--- src/rtl/dlx_ex_stage.sv ---
// dlx_ex_stage -- execute stage of the 5-stage DLX pipeline.
//
// Purpose:
//   A combinational 32-bit ALU produces the result and the condition flags
//   from the already-forwarded operands A and B. This block also owns the
//   EX/MEM interstage register. That register captures the ALU result, the
//   store data, the destination register number and the MEM/WB control bits
//   for the memory stage. Like the rest of the pipeline, it updates on the
//   falling edge of clk.
//
// Ports:
//   clk, reset        clock; synchronous active-high reset (falling edge)
//   A, B              ALU operands (forwarded rs1 / rs2-or-immediate)
//   Op_ex             5-bit ALU operation code
//   MemtoReg_ex, RegWrite_ex, MemWrite_ex   control bits carried to MEM
//   towrite           destination register number
//   mem_data          store data (forwarded rs2)
//   Result_ex, Carryout, Overflow, Zero, Set   combinational ALU outputs
//   Result_mem, MemtoReg_mem, RegWrite_mem, MemWrite_mem,
//   towrite_ex, mem_data_ex                    registered EX/MEM outputs
module dlx_ex_stage #(
    parameter int WIDTH = 32
) (
    input  logic             clk,
    input  logic             reset,
    input  logic [WIDTH-1:0] A,
    input  logic [WIDTH-1:0] B,
    input  logic [4:0]       Op_ex,
    input  logic             MemtoReg_ex,
    input  logic             RegWrite_ex,
    input  logic             MemWrite_ex,
    input  logic [4:0]       towrite,
    input  logic [WIDTH-1:0] mem_data,
    output logic [WIDTH-1:0] Result_ex,
    output logic             Carryout,
    output logic             Overflow,
    output logic             Zero,
    output logic             Set,
    output logic [WIDTH-1:0] Result_mem,
    output logic             MemtoReg_mem,
    output logic             RegWrite_mem,
    output logic             MemWrite_mem,
    output logic [4:0]       towrite_ex,
    output logic [WIDTH-1:0] mem_data_ex
);

    localparam int SHW = $clog2(WIDTH);
    localparam int HW  = WIDTH / 2;

    localparam logic [4:0] OP_ADD   = 5'd0;
    localparam logic [4:0] OP_ADDU  = 5'd1;
    localparam logic [4:0] OP_SUB   = 5'd2;
    localparam logic [4:0] OP_SUBU  = 5'd3;
    localparam logic [4:0] OP_AND   = 5'd4;
    localparam logic [4:0] OP_OR    = 5'd5;
    localparam logic [4:0] OP_XOR   = 5'd6;
    localparam logic [4:0] OP_SLL   = 5'd7;
    localparam logic [4:0] OP_SRL   = 5'd8;
    localparam logic [4:0] OP_SRA   = 5'd9;
    localparam logic [4:0] OP_SEQ   = 5'd10;
    localparam logic [4:0] OP_SNE   = 5'd11;
    localparam logic [4:0] OP_SLT   = 5'd12;
    localparam logic [4:0] OP_SGT   = 5'd13;
    localparam logic [4:0] OP_SLE   = 5'd14;
    localparam logic [4:0] OP_SGE   = 5'd15;
    localparam logic [4:0] OP_LHI   = 5'd16;
    localparam logic [4:0] OP_PASSA = 5'd17;
    localparam logic [4:0] OP_PASSB = 5'd18;

    // ------------------------------------------------------------------
    // ALU
    // ------------------------------------------------------------------
    logic [WIDTH:0]   sum_w;
    logic [WIDTH:0]   diff_w;
    logic [SHW-1:0]   shamt;
    logic             lt_s;
    logic             eq;
    logic [WIDTH-1:0] result;
    logic             cout;
    logic             ovf;
    logic             set_bit;

    // The unsigned sum and difference are computed one bit wider. Bit WIDTH
    // of the difference is the borrow, and the borrow is set exactly when
    // A < B unsigned.
    assign sum_w  = {1'b0, A} + {1'b0, B};
    assign diff_w = {1'b0, A} - {1'b0, B};
    assign shamt  = B[SHW-1:0];
    assign lt_s   = $signed(A) < $signed(B);
    assign eq     = (A == B);

    always_comb begin
        result  = '0;
        cout    = 1'b0;
        ovf     = 1'b0;
        set_bit = 1'b0;
        case (Op_ex)
            OP_ADD: begin
                result = sum_w[WIDTH-1:0];
                cout   = sum_w[WIDTH];
                ovf    = (A[WIDTH-1] == B[WIDTH-1]) &&
                         (sum_w[WIDTH-1] != A[WIDTH-1]);
            end
            OP_ADDU: begin
                result = sum_w[WIDTH-1:0];
                cout   = sum_w[WIDTH];
            end
            OP_SUB: begin
                result = diff_w[WIDTH-1:0];
                cout   = diff_w[WIDTH];
                ovf    = (A[WIDTH-1] != B[WIDTH-1]) &&
                         (diff_w[WIDTH-1] != A[WIDTH-1]);
            end
            OP_SUBU: begin
                result = diff_w[WIDTH-1:0];
                cout   = diff_w[WIDTH];
            end
            OP_AND:   result = A & B;
            OP_OR:    result = A | B;
            OP_XOR:   result = A ^ B;
            OP_SLL:   result = A << shamt;
            OP_SRL:   result = A >> shamt;
            OP_SRA:   result = $unsigned($signed(A) >>> shamt);
            OP_SEQ:   set_bit = eq;
            OP_SNE:   set_bit = !eq;
            OP_SLT:   set_bit = lt_s;
            OP_SGT:   set_bit = !lt_s && !eq;
            OP_SLE:   set_bit = lt_s || eq;
            OP_SGE:   set_bit = !lt_s;
            OP_LHI:   result = {B[HW-1:0], {HW{1'b0}}};
            OP_PASSA: result = A;
            OP_PASSB: result = B;
            default:  result = '0;
        endcase
        // Compare ops return the outcome in bit 0. Every other op leaves
        // set_bit at 0, so ORing it in is harmless.
        result[0] = result[0] | set_bit;
    end

    assign Result_ex = result;
    assign Carryout  = cout;
    assign Overflow  = ovf;
    assign Set       = set_bit;
    // Zero reflects the result for every code, including the unused ones.
    assign Zero      = (result == '0);

    // ------------------------------------------------------------------
    // EX/MEM register (falling edge). Reset turns the MEM stage into a bubble.
    // ------------------------------------------------------------------
    logic [WIDTH-1:0] result_mem_d,   result_mem_q;
    logic [WIDTH-1:0] mem_data_ex_d,  mem_data_ex_q;
    logic [4:0]       towrite_ex_d,   towrite_ex_q;
    logic             memtoreg_mem_d, memtoreg_mem_q;
    logic             regwrite_mem_d, regwrite_mem_q;
    logic             memwrite_mem_d, memwrite_mem_q;

    always_comb begin
        result_mem_d   = result;
        mem_data_ex_d  = mem_data;
        towrite_ex_d   = towrite;
        memtoreg_mem_d = MemtoReg_ex;
        regwrite_mem_d = RegWrite_ex;
        memwrite_mem_d = MemWrite_ex;
    end

    always_ff @(negedge clk) begin
        if (reset) begin
            result_mem_q   <= '0;
            mem_data_ex_q  <= '0;
            towrite_ex_q   <= '0;
            memtoreg_mem_q <= 1'b0;
            regwrite_mem_q <= 1'b0;
            memwrite_mem_q <= 1'b0;
        end else begin
            result_mem_q   <= result_mem_d;
            mem_data_ex_q  <= mem_data_ex_d;
            towrite_ex_q   <= towrite_ex_d;
            memtoreg_mem_q <= memtoreg_mem_d;
            regwrite_mem_q <= regwrite_mem_d;
            memwrite_mem_q <= memwrite_mem_d;
        end
    end

    assign Result_mem   = result_mem_q;
    assign mem_data_ex  = mem_data_ex_q;
    assign towrite_ex   = towrite_ex_q;
    assign MemtoReg_mem = memtoreg_mem_q;
    assign RegWrite_mem = regwrite_mem_q;
    assign MemWrite_mem = memwrite_mem_q;

endmodule

--- config.mk ---
export PLATFORM = sky130hd
export DESIGN_NAME = dlx_ex_stage
export DESIGN_NICKNAME = d
export VERILOG_FILES = /design/src/rtl/dlx_ex_stage.sv
export SDC_FILE = /design/constraint.sdc
export NUM_CORES = 1
export LEC_CHECK = 0
export CAP_MARGIN = 5
export CORE_MARGIN = 2
export CORE_UTILIZATION = 59
export DETAILED_ROUTE_END_ITERATION = 6
export HOLD_SLACK_MARGIN = 0.02
export PLACE_DENSITY = 0.88
export SLEW_MARGIN = 15
export SYNTH_ARGS = -nofsm -noshare
export SYNTH_HDL_FRONTEND = slang
export SYNTH_SLANG_ARGS = --single-unit
--- constraint.sdc ---
create_clock -name clk -period 8.2 [get_ports clk]
set_input_delay 1.23 -clock clk [delete_from_list [all_inputs] [get_ports clk]]
set_output_delay 1.23 -clock clk [all_outputs]
set_load 0.01 [all_outputs]
==> results of run 1 <==
[per-stage QoR]
stage,setup TNS [ps],setup slack [ps],hold slack (ps)
detailed placement,-12770,-921,3690
CTS,-12.8,-12.8,3760
global placement,-8310,-625,3670
floorplan,-76.1,-76.1,2630
[logic make-up after synthesis]
logic type | share of synthesized area (%)
adder cells (fa/ha/maj) | 10.4
buffers and inverters | 8.20
multiplexers | 13.7
AND/OR/NAND/NOR | 24.5
XOR/XNOR | 1.53
flip-flops | 12.0
AO/OA/AOI/OAI | 29.7
[metal layers]
metal,overflow,track usage [%]
met3,104,88.6
met1,89,92.8
met2,1314,129
met5,35,74.5
met4,415,114
[repair_timing]
item / 4_1_cts
endpoints found under the setup margin: 22
resized for setup: 107
pin swaps: 34
hold endpoints to repair: 0
setup buffers: 13
==> flow_results.xml, run 1 <==
<?xml version="1.0" encoding="UTF-8"?>
<metrics>
  <group name="outcome">
    <metric name="status" unit="">aborted with a tool error</metric>
    <metric name="outcome.stop_stage" unit="">global routing (5_1_grt)</metric>
    <metric name="run.stop_error" unit="">[ERROR GRT-0116] Global routing finished with congestion. Check the congestion regions in the DRC Viewer.</metric>
  </group>
  <group name="cts">
    <metric name="cts_max_level" unit="">3</metric>
    <metric name="tritoncts_num_sinks" unit="">72</metric>
    <metric name="ctsHoldBuffers" unit="">0</metric>
    <metric name="cts_buffers" unit="">9</metric>
    <metric name="clockRootBuffer" unit="">clkbuf_16</metric>
    <metric name="cts-root-to-sink-buffers" unit="">2</metric>
  </group>
  <group name="grt">
    <metric name="grt_pass1_wl" unit="um">171000</metric>
    <metric name="maximum_number_of_pins_on_one_net_before_global_route_repair" unit="">50</metric>
    <metric name="grt.total_usage" unit="%">104</metric>
    <metric name="globalRouteOverflowTotal" unit="">1957</metric>
    <metric name="number_of_global_route_vias_before_repair" unit="">25440</metric>
  </group>
  <group name="floorplan">
    <metric name="floorplan.die.width" unit="um">147</metric>
    <metric name="placementRows" unit="">52</metric>
    <metric name="io_pins" unit="">219</metric>
    <metric name="die-height" unit="um">147</metric>
    <metric name="initial_core_util" unit="%">59.7</metric>
  </group>
  <group name="yosys">
    <metric name="synth.yosys.seq_area_share" unit="%">12.0</metric>
    <metric name="synth-seq-cells" unit="">72</metric>
    <metric name="yosysMostFrequentCell" unit="">nor2_1</metric>
    <metric name="synth_area_leaders" unit="">dfxtp_1 12%, ha_1 10%, mux4_2 6.8%</metric>
    <metric name="synth-edff-count" unit="">0</metric>
    <metric name="yosysTopAreaCellShare" unit="%">12.0</metric>
    <metric name="synth.net_count" unit="">1853</metric>
    <metric name="yosys-top-cells-count" unit="">140 x nor2_1, 128 x nand2_1, 110 x a21oi_1</metric>
    <metric name="syn_inst" unit="">1643</metric>
    <metric name="synth_async_sr_flop_share" unit="%">0</metric>
    <metric name="synth_top_area_cell" unit="">dfxtp_1</metric>
    <metric name="syn-cell-area" unit="sq um">12000</metric>
    <metric name="ys_types" unit="">90</metric>
    <metric name="yosys_most_used_dff" unit="">dfxtp_1</metric>
    <metric name="synth_area_per_cell" unit="sq um">7.31</metric>
    <metric name="yosys_warnings" unit="">0</metric>
  </group>
  <group name="place">
    <metric name="dp_hpwl" unit="um">56800</metric>
    <metric name="detailed_place.area" unit="sq um">17700</metric>
    <metric name="numPortBuffers" unit="">218</metric>
    <metric name="gpl.final_weighted_congestion" unit="">1.35</metric>
    <metric name="place_inst" unit="">2473</metric>
  </group>
</metrics>
==> run 2: changes to the inputs <==
--- a/config.mk
+++ b/config.mk
@@ -7,10 +7,9 @@
 export LEC_CHECK = 0
 export CAP_MARGIN = 5
 export CORE_MARGIN = 2
-export CORE_UTILIZATION = 59
+export CORE_UTILIZATION = 40
 export DETAILED_ROUTE_END_ITERATION = 6
-export HOLD_SLACK_MARGIN = 0.02
-export PLACE_DENSITY = 0.88
+export PLACE_DENSITY_LB_ADDON = 0.15
 export SLEW_MARGIN = 15
 export SYNTH_ARGS = -nofsm -noshare
 export SYNTH_HDL_FRONTEND = slang
==> run 2 against run 1 <==
  * The flow now finishes, with violations (setup timing)
  * Synthesized cell count did not move
  * Area after synthesis did not move
==> flow_results.xml, run 2 <==
<?xml version="1.0" encoding="UTF-8"?>
<metrics>
  <group name="floorplan">
    <metric name="die-height" unit="um">177</metric>
    <metric name="floorplan.core_area" unit="sq um">29600</metric>
    <metric name="placementRows" unit="">63</metric>
    <metric name="die_area" unit="sq um">31400</metric>
    <metric name="initial_core_util" unit="%">40.6</metric>
    <metric name="io_pins" unit="">219</metric>
    <metric name="floorplan.die.width" unit="um">177</metric>
  </group>
  <group name="worst_setup_path">
    <metric name="startpoint" unit="">Op_ex[4]</metric>
    <metric name="crit_required" unit="ps">4410</metric>
    <metric name="critical_path_arrival" unit="ps">4490</metric>
    <metric name="cpMaxStageDelayCell" unit="">a31oi_1</metric>
    <metric name="critical_path_peak_fanout" unit="">10</metric>
    <metric name="worstSetupPathType" unit="">in2reg</metric>
    <metric name="startpoint_type" unit="">input port</metric>
    <metric name="crit_top_cell" unit="">buf_4</metric>
    <metric name="worstPathCellList" unit="">clkdlybuf4s50_1 -&gt; buf_4 -&gt; nor4bb_1 -&gt; buf_4 -&gt; nand2_1 -&gt; nor2_1 -&gt; buf_4 -&gt; nand2b_1 -&gt; a31oi_1 -&gt; a2111oi_0 -&gt; o21ai_0 -&gt; buf_4 -&gt; nor2b_1</metric>
    <metric name="slowest_delay" unit="ps">640</metric>
    <metric name="critPathCaptureType" unit="">register</metric>
  </group>
  <group name="place">
    <metric name="place_inst" unit="">2689</metric>
    <metric name="gpl.final_weighted_congestion" unit="">1.09</metric>
    <metric name="pre_cts_ws" unit="ps">-929</metric>
    <metric name="numPortBuffers" unit="">218</metric>
    <metric name="dp_hpwl" unit="um">60600</metric>
  </group>
  <group name="detailed_routing">
    <metric name="wirelength" unit="um">75500</metric>
    <metric name="via_count" unit="">17768</metric>
    <metric name="postRouteAntennaNets" unit="">0</metric>
    <metric name="residual_drc" unit="">0</metric>
    <metric name="dr.pass1.iters" unit="">7</metric>
    <metric name="post_drt_via_cell_ratio" unit="">6.37</metric>
    <metric name="dr.first_iter.drc_count" unit="">2600</metric>
    <metric name="route.detailed.wl_per_inst" unit="um">27.1</metric>
  </group>
  <group name="yosys">
    <metric name="synthMuxAreaShare" unit="%">13.7</metric>
    <metric name="syn-cell-area" unit="sq um">12000</metric>
    <metric name="complex_gate_fraction_of_the_synthesized_area" unit="%">29.7</metric>
    <metric name="yosysMostFrequentCell" unit="">nor2_1</metric>
    <metric name="synth.yosys.seq_area_share" unit="%">12.0</metric>
    <metric name="ys_types" unit="">90</metric>
    <metric name="yosys_most_used_dff" unit="">dfxtp_1</metric>
    <metric name="synth_xor_area_share" unit="%">1.53</metric>
    <metric name="yosysTopAreaCellShare" unit="%">12.0</metric>
    <metric name="yosys.area_share.simple" unit="%">24.5</metric>
    <metric name="synth_async_sr_flop_share" unit="%">0</metric>
    <metric name="yosys-top-cells-count" unit="">140 x nor2_1, 128 x nand2_1, 110 x a21oi_1</metric>
    <metric name="synth.net_count" unit="">1853</metric>
    <metric name="synth-edff-count" unit="">0</metric>
    <metric name="synth_top_area_cell" unit="">dfxtp_1</metric>
    <metric name="synth_area_leaders" unit="">dfxtp_1 12%, ha_1 10%, mux4_2 6.8%</metric>
    <metric name="synth-seq-cells" unit="">72</metric>
    <metric name="yosys_warnings" unit="">0</metric>
    <metric name="syn_inst" unit="">1643</metric>
    <metric name="synth_area_per_cell" unit="sq um">7.31</metric>
    <metric name="combinational_family_with_the_most_area_after_synthesis" unit="">compound AO/OA/AOI/OAI gates</metric>
    <metric name="synth_adder_area_share" unit="%">10.4</metric>
  </group>
  <group name="hold_path">
    <metric name="min_path_type" unit="">in2out</metric>
    <metric name="min-delay-start" unit="">B[4]</metric>
    <metric name="whs_path_depth" unit="">6</metric>
  </group>
  <group name="grt">
    <metric name="globalRouteOverflowTotal" unit="">0</metric>
    <metric name="grt_pass1_wl" unit="um">107000</metric>
    <metric name="maximum_number_of_pins_on_one_net_before_global_route_repair" unit="">61</metric>
    <metric name="number_of_global_route_vias_before_repair" unit="">16814</metric>
    <metric name="grt.total_usage" unit="%">46.5</metric>
    <metric name="grt_antenna_before_repair" unit="">3</metric>
  </group>
  <group name="timing">
    <metric name="setup_ws" unit="ps">-74.0</metric>
    <metric name="grt_setup_unrepaired" unit="">yes</metric>
    <metric name="report.final.setup_viol" unit="">4</metric>
    <metric name="drv_slew" unit="">0</metric>
    <metric name="fin_worst_hold_slack" unit="ps">3760</metric>
    <metric name="relSlewSlack" unit="%">30.9</metric>
    <metric name="worst_slew_pin_slew" unit="ps">1030</metric>
    <metric name="finalHoldViolCount" unit="">0</metric>
  </group>
  <group name="power_and_ir_drop">
    <metric name="static-leakage-power" unit="nW">9.08</metric>
    <metric name="ir_worst_vdd" unit="mV">0.111</metric>
    <metric name="pwr_density_cell" unit="nW/um^2">113</metric>
  </group>
  <group name="cts">
    <metric name="clockRootBuffer" unit="">clkbuf_16</metric>
    <metric name="tritoncts_num_sinks" unit="">72</metric>
    <metric name="path_clk_slew" unit="ps">30</metric>
    <metric name="cts_buffers" unit="">9</metric>
    <metric name="cts-root-to-sink-buffers" unit="">2</metric>
    <metric name="clock_tree_from_tritoncts" unit="">built</metric>
    <metric name="ctsHoldBuffers" unit="">0</metric>
    <metric name="cts_max_level" unit="">3</metric>
  </group>
  <group name="final_layout">
    <metric name="syn2layout_area_growth" unit="%">65.8</metric>
    <metric name="fillCellCount" unit="">2555</metric>
    <metric name="fin_cells" unit="">2789</metric>
    <metric name="drive_gt1_share" unit="%">34.0</metric>
    <metric name="finish.net_count" unit="">2603</metric>
    <metric name="layout_commonest_cell" unit="">buf_4</metric>
    <metric name="layout_common_cells" unit="">568 x buf_4, 195 x clkdlybuf4s50_1, 158 x inv_1, 134 x nor2_1, 126 x nand2_1</metric>
  </group>
  <group name="outcome">
    <metric name="failed_checks" unit="">setup timing</metric>
    <metric name="status" unit="">finished, violations left</metric>
  </group>
  <group name="flow_run">
    <metric name="maxCapViolCount" unit="">0</metric>
  </group>
</metrics>
[run 2: cell counts after synthesis]
Identical to the previous run, type by type.
[run 2: metrics by stage]
| step | area [sq um] | utilization, % | power (mW) | setup TNS, ps |
|---|---|---|---|---|
| after floorplan | 12200 | - | 0.963 | -76.1 |
| after global placement | 18600 | 62.9 | 1.62 | -11900 |
| after detailed placement | 18600 | 62.9 | 1.63 | -12610 |
| after CTS | 19500 | 66.0 | 2.17 | 0 |
| after global routing | 19900 | 67.3 | 2.34 | -238 |
| final | 19900 | 67.3 | 2.24 | -134 |
[run 2: layer usage]
layer	track usage (%)	share of wire, %	vias to the layer above
met5	0	0.017	-
met4	34.2	8.7	2
met3	13.0	14	373
met2	69.8	42	1527
met1	56.5	36	8218
li1	-	-	7648
[run 2: critical path: cells and delay by family]
family | cells | cell delay [ps]
buffers and inverters | 5 | 1280
AND/OR/NAND/NOR | 5 | 980
AO/OA/AOI/OAI | 3 | 980
[run 2: repair_timing]
action,CTS,global route
pin swaps,23,36
buffers inserted,2,10
resized for setup,72,80
endpoints found under the setup margin,19,17
[run 2: cells by family after synthesis]
logic type	after synthesis
AND/OR/NAND/NOR	583
AO/OA/AOI/OAI	513
buffers and inverters	241
multiplexers	114
adder cells (fa/ha/maj)	99
flip-flops	72
XOR/XNOR	21
[run 2: power breakdown]
part           switching, mW  total [mW]  internal, mW  leakage [nW]
combinational          0.698        1.31         0.608          7.96
clock                  0.265       0.551         0.286         0.532
sequential           0.00967       0.385         0.376         0.596
total                  0.973        2.24          1.27          9.08
[run 2: worst paths after layout]
kind              slack, ps        endpoint
hold / removal         3760    Result_ex[1]
setup / recovery        -70  Result_mem[13]
[run 2: cell type report]
cell class	count	area, sq um	area share (%)
diodes	1	2.50	0.0126
clock buffers	9	225	1.13
clock inverters	79	347	1.74
inverters	109	417	2.09
multi-input cells	1330	10300	51.9
flip-flops and latches	72	1440	7.24
well taps	390	488	2.45
repair buffers	799	6660	33.5
Power figures use the tool's default switching activity.
==> run 3: changes to the inputs <==
--- a/config.mk
+++ b/config.mk
@@ -5,12 +5,11 @@
 export SDC_FILE = /design/constraint.sdc
 export NUM_CORES = 1
 export LEC_CHECK = 0
-export CAP_MARGIN = 5
+export CAP_MARGIN = 40
 export CORE_MARGIN = 2
-export CORE_UTILIZATION = 40
+export CORE_UTILIZATION = 59
 export DETAILED_ROUTE_END_ITERATION = 6
 export PLACE_DENSITY_LB_ADDON = 0.15
-export SLEW_MARGIN = 15
 export SYNTH_ARGS = -nofsm -noshare
 export SYNTH_HDL_FRONTEND = slang
 export SYNTH_SLANG_ARGS = --single-unit
==> run 3 against run 2 <==
  * The run now fails in global routing (5_1_grt)
  * Synthesized cell count stayed put
  * Area after synthesis stayed put
==> flow_results.xml, run 3 <==
<?xml version="1.0" encoding="UTF-8"?>
<metrics>
  <group name="floorplan">
    <metric name="die-height" unit="um">147</metric>
    <metric name="placementRows" unit="">52</metric>
    <metric name="initial_core_util" unit="%">59.7</metric>
    <metric name="floorplan.die.width" unit="um">147</metric>
    <metric name="io_pins" unit="">219</metric>
  </group>
  <group name="yosys">
    <metric name="synth_xor_area_share" unit="%">1.53</metric>
    <metric name="synthMuxAreaShare" unit="%">13.7</metric>
    <metric name="synth.yosys.seq_area_share" unit="%">12.0</metric>
    <metric name="yosys-top-cells-count" unit="">140 x nor2_1, 128 x nand2_1, 110 x a21oi_1</metric>
    <metric name="synth-edff-count" unit="">0</metric>
    <metric name="yosys.area_share.simple" unit="%">24.5</metric>
    <metric name="syn_inst" unit="">1643</metric>
    <metric name="synth-seq-cells" unit="">72</metric>
    <metric name="yosys_most_used_dff" unit="">dfxtp_1</metric>
    <metric name="synth_top_area_cell" unit="">dfxtp_1</metric>
    <metric name="synth_area_per_cell" unit="sq um">7.31</metric>
    <metric name="synth.net_count" unit="">1853</metric>
    <metric name="synth_area_leaders" unit="">dfxtp_1 12%, ha_1 10%, mux4_2 6.8%</metric>
    <metric name="yosysTopAreaCellShare" unit="%">12.0</metric>
    <metric name="yosys_warnings" unit="">0</metric>
    <metric name="yosysMostFrequentCell" unit="">nor2_1</metric>
    <metric name="combinational_family_with_the_most_area_after_synthesis" unit="">compound AO/OA/AOI/OAI gates</metric>
    <metric name="synth_async_sr_flop_share" unit="%">0</metric>
    <metric name="synth_adder_area_share" unit="%">10.4</metric>
    <metric name="ys_types" unit="">90</metric>
    <metric name="syn-cell-area" unit="sq um">12000</metric>
    <metric name="complex_gate_fraction_of_the_synthesized_area" unit="%">29.7</metric>
  </group>
  <group name="place">
    <metric name="dp_hpwl" unit="um">55600</metric>
    <metric name="numPortBuffers" unit="">218</metric>
    <metric name="detailed_place.area" unit="sq um">17900</metric>
    <metric name="gpl.final_weighted_congestion" unit="">1.37</metric>
  </group>
  <group name="cts">
    <metric name="cts_buffers" unit="">9</metric>
    <metric name="cts_max_level" unit="">3</metric>
    <metric name="clockRootBuffer" unit="">clkbuf_16</metric>
    <metric name="cts-root-to-sink-buffers" unit="">2</metric>
    <metric name="tritoncts_num_sinks" unit="">72</metric>
  </group>
  <group name="grt">
    <metric name="number_of_global_route_vias_before_repair" unit="">24557</metric>
    <metric name="maximum_number_of_pins_on_one_net_before_global_route_repair" unit="">62</metric>
    <metric name="grt.total_usage" unit="%">97.7</metric>
    <metric name="grt_pass1_wl" unit="um">161000</metric>
    <metric name="globalRouteOverflowTotal" unit="">1096</metric>
  </group>
  <group name="outcome">
    <metric name="status" unit="">aborted with a tool error</metric>
    <metric name="outcome.stop_stage" unit="">global routing (5_1_grt)</metric>
    <metric name="run.stop_error" unit="">[ERROR GRT-0116] Global routing finished with congestion. Check the congestion regions in the DRC Viewer.</metric>
  </group>
</metrics>
-- run 3: logic make-up after synthesis --
logic type / after synthesis
AO/OA/AOI/OAI: 513
buffers and inverters: 241
adder cells (fa/ha/maj): 99
XOR/XNOR: 21
flip-flops: 72
AND/OR/NAND/NOR: 583
multiplexers: 114
-- run 3: timing repair --
| item | 4_1_cts |
|---|---|
| hold buffers | 0 |
| pin swaps | 30 |
| setup buffers | 9 |
| endpoints found under the setup margin | 17 |
| resized for setup | 96 |
| cloned | 0 |
-- run 3: metal layers --
metal / GRT usage (%) / GRT overflow
met1: 89.6 / 61
met2: 112 / 612
met3: 88.7 / 83
met4: 107 / 321
met5: 76.6 / 19
-- run 3: metrics by stage --
| stage | hold slack [ps] | setup WS, ps | utilization (%) | instances | setup TNS [ps] |
|---|---|---|---|---|---|
| after CTS | 3770 | -7.08 | 93.6 | 2594 | -7.08 |
| after detailed placement | 3740 | -695 | 88.8 | 2498 | -11410 |
| after global placement | 3670 | -566 | 88.8 | 2498 | -8370 |
| after floorplan | 2630 | -76.1 | - | 1643 | -76.1 |
